`config.mk`:
```
export PLATFORM = sky130hd
export DESIGN_NAME = comparator_seq
export DESIGN_NICKNAME = d
export VERILOG_FILES = /design/src/rtl/comparator_pkg.sv /design/src/rtl/comparator_chunk.sv /design/src/rtl/comparator_seq.sv
export SDC_FILE = /design/constraint.sdc
export NUM_CORES = 1
export LEC_CHECK = 0
export BUFFER_PORTS_ARGS = -buffer_cell sky130_fd_sc_hd__buf_2
export CORE_MARGIN = 1
export CORE_UTILIZATION = 49
export CTS_CLUSTER_DIAMETER = 50
export DETAILED_ROUTE_END_ITERATION = 6
export PLACE_DENSITY = 0.87
export SYNTH_ARGS = -nofsm -noshare
export SYNTH_HDL_FRONTEND = slang
export SYNTH_SLANG_ARGS = --single-unit
```
`constraint.sdc`:
```
create_clock -name clk -period 2.2 [get_ports clk]
set_input_delay 0.22 -clock clk [delete_from_list [all_inputs] [get_ports clk]]
set_output_delay 0.22 -clock clk [all_outputs]
set_load 0.01 [all_outputs]
```
`src/rtl/comparator_pkg.sv`:
```
// Shared types for the sequential branch comparator: relation codes, FSM states
// and the relation-decode helper.
package comparator_pkg;

    typedef enum logic [2:0] {
        BEQ  = 3'b000,
        BNE  = 3'b001,
        BLT  = 3'b100,
        BGE  = 3'b101,
        BLTU = 3'b110,
        BGEU = 3'b111
    } cmp_op_t;

    typedef enum logic [1:0] {
        IDLE,
        SCAN,
        DONE
    } state_t;

    // Signed relations are reduced to unsigned ones by flipping operand MSBs at accept.
    function automatic logic is_signed_op(input logic [2:0] op);
        return (op[2:1] == 2'b10);
    endfunction

    function automatic logic cmp_result(input logic [2:0] op, input logic eq, input logic lt);
        case (op)
            BEQ:     return eq;
            BNE:     return ~eq;
            BLT:     return lt;
            BLTU:    return lt;
            BGE:     return ~lt;
            BGEU:    return ~lt;
            default: return 1'b0;
        endcase
    endfunction

endpackage

```
`src/rtl/comparator_chunk.sv`:
```
// Combinational unsigned equality / less-than for one W-bit slice, built from
// per-bit compares with MSB priority.
module comparator_chunk #(
    parameter int W = 8
) (
    input  logic [W-1:0] x,
    input  logic [W-1:0] y,
    output logic         eq,
    output logic         lt
);

    logic [W-1:0] bit_eq;
    logic [W-1:0] bit_lt;

    assign bit_eq = x ~^ y;
    assign bit_lt = ~x & y;
    assign eq     = &bit_eq;

    // NOTE: blocking assignments here build a ripple chain; each step reads the value just computed.
    always_comb begin
        lt = 1'b0;
        for (int i = 0; i < W; i++) begin
            lt = bit_lt[i] | (bit_eq[i] & lt);
        end
    end

endmodule

```
`src/rtl/comparator_seq.sv`:
```
// Multi-cycle branch-condition comparator scanning CHUNK bits per cycle, MSB first.
// Define COMPARATOR_SEQ_EARLY_EXIT_EN to stop at the first differing chunk; otherwise constant time.
module comparator_seq
    import comparator_pkg::*;
#(
    parameter int N     = 32,
    parameter int CHUNK = 8
) (
    input  logic         clk,
    input  logic         rst,
    input  logic         in_valid,
    output logic         in_ready,
    input  logic [N-1:0] a,
    input  logic [N-1:0] b,
    input  logic [2:0]   op,
    output logic         out_valid,
    input  logic         out_ready,
    output logic         result,
    output logic         busy
);

    localparam int NCH   = N / CHUNK;
    localparam int IDX_W = (NCH > 1) ? $clog2(NCH) : 1;
    localparam logic [N-1:0] MSB_MASK = N'(1) << (N - 1);

    if (N % CHUNK != 0) begin : g_chunk_check
        $error("comparator_seq: N (%0d) must be a multiple of CHUNK (%0d)", N, CHUNK);
    end

    state_t             state_q, state_d;
    logic [N-1:0]       a_q, b_q;
    logic [2:0]         op_q;
    logic [IDX_W-1:0]   idx_q;
    logic               result_q;
    logic [CHUNK-1:0]   a_sel, b_sel;
    logic               chunk_eq, chunk_lt;
    logic               idx_zero;
    logic               scan_last, scan_eq, scan_lt;

    assign a_sel    = a_q[int'(idx_q) * CHUNK +: CHUNK];
    assign b_sel    = b_q[int'(idx_q) * CHUNK +: CHUNK];
    assign idx_zero = (idx_q == '0);

    comparator_chunk #(.W(CHUNK)) u_chunk (
        .x  (a_sel),
        .y  (b_sel),
        .eq (chunk_eq),
        .lt (chunk_lt)
    );

`ifdef COMPARATOR_SEQ_EARLY_EXIT_EN
    assign scan_last = idx_zero || !chunk_eq;
    assign scan_eq   = chunk_eq;
    assign scan_lt   = chunk_lt;
`else
    logic found_q, lt_q;

    // Once a difference is seen, the remaining chunks only burn time.
    assign scan_last = idx_zero;
    assign scan_eq   = !found_q && chunk_eq;
    assign scan_lt   = found_q ? lt_q : chunk_lt;
`endif

    // NOTE: sequential state uses non-blocking assignments so every register samples pre-edge values.
    always_ff @(posedge clk or posedge rst) begin
        if (rst) begin
            state_q <= IDLE;
        end else begin
            state_q <= state_d;
        end
    end

    // NOTE: every comb output gets a default first so no path can infer a latch.
    always_comb begin
        state_d = state_q;
        unique case (state_q)
            IDLE:    if (in_valid)  state_d = SCAN;
            SCAN:    if (scan_last) state_d = DONE;
            DONE:    if (out_ready) state_d = IDLE;
            default: state_d = IDLE;
        endcase
    end

    always_comb begin
        in_ready  = 1'b0;
        busy      = 1'b0;
        out_valid = 1'b0;
        unique case (state_q)
            IDLE:    in_ready = 1'b1;
            SCAN:    busy = 1'b1;
            DONE: begin
                busy      = 1'b1;
                out_valid = 1'b1;
            end
            default: in_ready = 1'b0;
        endcase
    end

    always_ff @(posedge clk or posedge rst) begin
        if (rst) begin
            a_q      <= '0;
            b_q      <= '0;
            op_q     <= '0;
            idx_q    <= '0;
            result_q <= 1'b0;
`ifndef COMPARATOR_SEQ_EARLY_EXIT_EN
            found_q  <= 1'b0;
            lt_q     <= 1'b0;
`endif
        end else begin
            unique case (state_q)
                IDLE: begin
                    if (in_valid) begin
                        a_q   <= is_signed_op(op) ? (a ^ MSB_MASK) : a;
                        b_q   <= is_signed_op(op) ? (b ^ MSB_MASK) : b;
                        op_q  <= op;
                        idx_q <= IDX_W'(NCH - 1);
`ifndef COMPARATOR_SEQ_EARLY_EXIT_EN
                        found_q <= 1'b0;
                        lt_q    <= 1'b0;
`endif
                    end
                end
                SCAN: begin
                    if (scan_last) begin
                        result_q <= cmp_result(op_q, scan_eq, scan_lt);
                    end else begin
                        idx_q <= idx_q - IDX_W'(1);
`ifndef COMPARATOR_SEQ_EARLY_EXIT_EN
                        if (!found_q && !chunk_eq) begin
                            found_q <= 1'b1;
                            lt_q    <= chunk_lt;
                        end
`endif
                    end
                end
                default: ;
            endcase
        end
    end

    assign result = result_q;

endmodule

```
Yosys cells after proc, flatten, opt, wreduce, memory -nomap -nowiden
Cells that the tools add are included.
{"block": "word_totals", "latchBits": 0, "mem_count": 0, "ff_bits": 74, "wordCells": 83, "rom_bits": 0, "inputBits": 71, "ram_bits": 0}
{"block": "op_classes", "n_eq_ne": 13, "bitwise_logic": 21, "addsub": 1, "n_mux": 21, "n_mul": 0, "n_reduce_logical": 17, "shift": 2, "order_cmp": 0, "div": 0}
{"cell": "$mux W32", "count": 2}
{"cell": "$shiftx A32 B6 Y8", "count": 2}
{"cell": "$eq A3 B3 Y1 const B", "count": 4}
{"cell": "$mux W2", "count": 5}
{"cell": "$ne A2 B2 Y1 const B", "count": 5}
{"cell": "$mux W1", "count": 9}
{"cell": "$and A8 B8 Y8", "count": 1}
{"cell": "$not A8 Y8", "count": 1}
{"cell": "$reduce_and A8 Y1", "count": 1}
{"cell": "$xnor A8 B8 Y8", "count": 1}
{"cell": "$and A1 B1 Y1", "count": 7}
{"cell": "$or A1 B1 Y1", "count": 7}
{"cell": "$pmux W2 S3", "count": 1}
{"cell": "$reduce_and A3 Y1", "count": 2}
{"cell": "$reduce_or A2 Y1", "count": 3}
{"cell": "$eq A2 B2 Y1 const B", "count": 2}
{"cell": "$logic_not A2 Y1", "count": 2}
{"cell": "$not A1 Y1", "count": 4}
{"cell": "$pmux W1 S2", "count": 2}
{"cell": "$pmux W1 S4", "count": 1}
{"cell": "$pmux W2 S2", "count": 1}
{"cell": "$reduce_and A2 Y1", "count": 2}
{"cell": "$reduce_and A4 Y1", "count": 1}
{"cell": "$eq A3 B1 Y1 const B", "count": 1}
{"cell": "other kinds (6)", "count": 8}

Longest topological paths before layout
{"block": "logic_depth", "depth_word": 20, "mapped_depth": 9, "depth_no_buf": 8}

Modules after synthesis
A second synthesis with hierarchy kept.
{"block": "hier_totals", "cells_unflattened": 248, "hier_area_um2": 3603.5}
{"mod": "comparator_seq", "instances": 1, "area_each_um2": 3408.3, "cells_per_inst": 221}
{"mod": "comparator_chunk", "instances": 1, "area_each_um2": 195.2, "cells_per_inst": 27}

Worst setup path after synthesis
Ideal clock, no wire load.
{"block": "synth_path", "kind": "register to register", "start": "reg idx_q[0]", "end": "reg result_q, in the netlist result", "path_stages_with_launch": 10, "t_required_ps": 2118, "path_slack_ps": -182, "arrival_time_ps": 2300, "setup_ps": 82, "period_less_slack_ps": 2382, "path_cell_list": "dfrtp_1 buf_4 buf_4 mux4_2 ha_1 nand4_2 nor3_2 xnor2_1 or3_1 a31oi_1"}
{"block": "synth_via", "elab_chain_cells": 20, "word_cells_on_any_way": 27}
{"item": "from (decl)", "line": "comparator_seq.sv:33", "source": "logic [IDX_W-1:0] idx_q;"}
{"item": "from (signal assigned)", "line": "comparator_seq.sv:117", "source": "idx_q <= IDX_W'(NCH - 1);"}
{"item": "from (signal assigned)", "line": "comparator_seq.sv:128", "source": "idx_q <= idx_q - IDX_W'(1);"}
{"item": "$shiftx A32 B6 Y8", "line": "comparator_seq.sv:40", "source": "assign a_sel = a_q[int'(idx_q) * CHUNK +: CHUNK];"}
{"item": "$not A8 Y8", "line": "comparator_chunk.sv:16", "source": "assign bit_lt = ~x & y;"}
{"item": "$and A8 B8 Y8", "line": "comparator_chunk.sv:16"}
{"item": "$and A1 B1 Y1", "line": "comparator_chunk.sv:23", "source": "lt = bit_lt[i] | (bit_eq[i] & lt);"}
{"item": "$or A1 B1 Y1", "line": "comparator_chunk.sv:23"}
{"item": "$and A1 B1 Y1", "line": "comparator_chunk.sv:23"}
{"item": "$or A1 B1 Y1", "line": "comparator_chunk.sv:23"}
{"item": "$and A1 B1 Y1", "line": "comparator_chunk.sv:23"}
{"item": "[... 4 more ...]"}
{"item": "$or A1 B1 Y1", "line": "comparator_chunk.sv:23"}
{"item": "$and A1 B1 Y1", "line": "comparator_chunk.sv:23"}
{"item": "$or A1 B1 Y1", "line": "comparator_chunk.sv:23"}
{"item": "$and A1 B1 Y1", "line": "comparator_chunk.sv:23"}
{"item": "$or A1 B1 Y1", "line": "comparator_chunk.sv:23"}
{"item": "$mux W1", "line": "comparator_seq.sv:61", "source": "assign scan_lt = found_q ? lt_q : chunk_lt;"}
{"item": "$not A1 Y1", "line": "comparator_pkg.sv:31, comparator_pkg.sv:32"}
{"item": "$pmux W1 S4", "line": "comparator_pkg.sv:26", "source": "case (op)"}
{"item": "to (signal assigned)", "line": "comparator_seq.sv:126", "source": "result_q <= cmp_result(op_q, scan_eq, scan_lt);"}
{"item": "to (decl)", "line": "comparator_seq.sv:34", "source": "logic result_q;"}
Parallel ways exist; a longest one is shown, timed or not.
A chain may end at the register's enable or synchronous reset.

Worst setup path after layout
Ends and elaborated chain as after synthesis.

==> flow_summary_export.csv <==
group,metric,value,unit
routing,first_iter_violations,175,
timing,max_slew_margin,46.8,%
timing,hold_ws,5.57,ps
logic_synthesis,syn_avg_cell_area,14.1,um^2
placed_design,dp_hpwl,5.07,mm
global_route,grt_pass1_wl,12.5,mm
logic_synthesis,synth_fp_nets,336,
worst_setup_path,cp-start-kind,"flop",
timing,fin_setup_tns,-386,ps
worst_setup_path,cp-end-kind,"flop",
layout,multi_input_area,1720,um^2
timing,rsz0062_at_grt,"yes",
run_status,status,"finished, violations left",
worst_setup_path,r2r_start,"idx_q[0]$_DFFE_PP0P_",
die,io_pins,75,
logic_synthesis,async_flop_share,100,%
logic_synthesis,yosysMostFrequentCell,"dfrtp_1",
power_and_ir_drop,power_per_cell_area,1710,nW/um^2
cts,htree_num_levels,3,
timing,worstMarginPinSlew,797,ps
power_and_ir_drop,cellLeakagePower,2.03,nW
logic_synthesis,yosysTopAreaCell,"dfrtp_1",
routing,drt.antenna.violating_nets,0,
worst_setup_path,crit_required,2480,ps
layout,final_cell_area,4510,um^2
die,die-area,7610,um^2
global_route,grt_use_total,22.7,%
layout,seqCellArea,1850,um^2
routing,dr_total_vias,2363,
worst_setup_path,crit_type,"reg2reg",
layout,drive_above_1_share,58.2,%
worst_setup_path,r2r_slack,-230,ps
global_route,grt_pass1_vias,2533,
placed_design,place_area,4120,um^2
die,coreArea,6910,um^2
cts,clkLatencyLatePin,370,ps
layout,antenna_cells,0,
die,start_util,51.6,%
layout,fin_util,65.3,%
timing,setup_viol,3,
logic_synthesis,synth_cells,253,
die,rows,30,
logic_synthesis,ys_top_cells_by_area,"dfrtp_1 52%, mux2_2 21%, mux4_2 10%",
worst_setup_path,reg2reg_to,"result$_DFFE_PP0P_",
logic_synthesis,ys_ff_latch,74,
layout,final_net_count,420,
cts,cts_root_buf,"clkbuf_8",
routing,routedWlPerCell,17.8,um
cts,clk_path_buf_depth,2,
timing,fmax,411,MHz
power_and_ir_drop,power.total,0.00772,W
logic_synthesis,synth_commonest_cells,"74 x dfrtp_1, 66 x mux2_2, 17 x inv_1",
timing,fin_crit,2430,ps
placed_design,gp_congestion,0.836,
routing,drc,0,
worst_setup_path,rr_worst_depth,9,
hold_path,hp-class,"in2async",
timing,finalHoldViolCount,0,
worst_setup_path,path_max_fanout,6,
run_status,violations,"setup timing",
worst_setup_path,cp.arrival,2720,ps
logic_synthesis,synth_edf_count,0,
run,cap_violations,0,
cts,cts_num_sinks,74,
cts,cts_hold_buf,0,
timing,fin_ws,-231,ps
logic_synthesis,ys_warn_count,0,
layout,fillers,500,
routing,met2_length,4.04,mm
cts,cts_tree,"built",
power_and_ir_drop,vdd_ir_drop_max,714,uV
placed_design,placement.io_buffers,74,
global_route,antenna_found_initial,0,
cts,numCtsBuffers,9,
layout,syn2layout_area_growth,26.6,%
die,die_h,87.2,um
logic_synthesis,ys_seq_area_share,52.0,%
timing,skew,7.64,ps
die,die-width,87.2,um
routing,top_layer_used,"met4",
routing,drt_pass1_iterations,4,
logic_synthesis,netlist_area,3560,um^2
timing,slew_viol_final,0,
routing,dr_wl_met3,427,um
routing,wl_met1,3.18,mm
cts,clkTransAtPathRegs,80,ps
routing,vias_per_cell,5.39,
logic_synthesis,synth_flop_cell,"dfrtp_1",
logic_synthesis,synth_top_area_share,52.0,%
logic_synthesis,ys_types,29,
timing,fin_crit_sh,111,%
global_route,grt_max_degree,39,
routing,wl,7.80,mm
global_route,grt_remaining_overflow,0,
==> critical path: stages (launching register included) <==
cell and delay [ps]:
dfrtp_1 370, buf_6 120, buf_12 120, mux4_2 550, ha_4 330, nand4_4 120, nor3_2 200, xnor2_1 90
or3_1 300, a31oi_1 150
==> area by class of cell <==
class | instances | area share, %
Multi-Input combinational cell | 150 | 38.2
Sequential cell | 74 | 41.1
Clock buffer | 11 | 3.14
Clock inverter | 5 | 1.72
Tap cell | 96 | 2.67
Inverter | 17 | 1.42
Timing Repair Buffer | 85 | 11.8
==> state kept, by name (all words and copies together), names as in the netlist <==
name	flops
result	1
state_q	2
idx_q	2
found_q	1
lt_q	1
b_q	32
op_q	3
a_q	32
==> what timing repair did <==
action,in CTS,in global routing
cloned,1,0
resized for setup,14,4
endpoints found under the setup margin,2,3
buffers inserted,3,1
pin swaps,4,3
==> cells in the final DEF, fill, tap and decap left out, drive strengths merged, types with 3 or more instances in the layout <==
cell,n
xnor2,3
nor3,5
mux2,66
buf,85
nor2,3
nand3,3
mux4,16
o21ai,7
nand2,8
dfrtp,74
clkbuf,11
inv,17
a21oi,11
ha,12
==> worst max-delay path by stage <==
stage,start,end,slack (ps)
2_1_floorplan,idx_q[0]$_DFFE_PP0P_,result$_DFFE_PP0P_,-80
3_3_place_gp,idx_q[0]$_DFFE_PP0P_,result$_DFFE_PP0P_,-60
3_5_place_dp,idx_q[0]$_DFFE_PP0P_,result$_DFFE_PP0P_,-160
4_1_cts,idx_q[0]$_DFFE_PP0P_,result$_DFFE_PP0P_,-160
5_1_grt,idx_q[0]$_DFFE_PP0P_,result$_DFFE_PP0P_,-320
6_report,idx_q[0]$_DFFE_PP0P_,result$_DFFE_PP0P_,-230
==> logic make-up after synthesis <==
kind of cell | Yosys count | synth area share [%]
and+or+nand+nor | 27 | 4.08
xor gates and xnor gates | 4 | 0.984
muxes | 84 | 31.6
DFF | 74 | 52.0
buffers and inverters | 29 | 3.58
AOI/OAI and AO/OA | 23 | 3.58
adders and majority gates | 12 | 4.22
==> per-stage QoR <==
step / std cells / setup WS [ps]
after CTS: 438 / -159
after global routing: 438 / -318
final: 438 / -231
after floorplan: 253 / -83.4
after detailed placement: 418 / -162
after global placement: 418 / -60.5
==> power by group <==
| part | leakage, nW | internal (W) | total [W] | switching, W |
|---|---|---|---|---|
| logic | 1.05 | 0.00222 | 0.00404 | 0.00182 |
| clock network | 0.109 | 0.000666 | 0.00118 | 0.000517 |
| registers | 0.871 | 0.00206 | 0.00249 | 0.000437 |
==> metal layers <==
metal,track usage (%),vias up
met5,0,-
met4,13.0,0
met3,4.55,16
met2,37.0,84
met1,28.2,1177
li1,-,1086
Note: power is estimated with default switching activity, not from simulation.
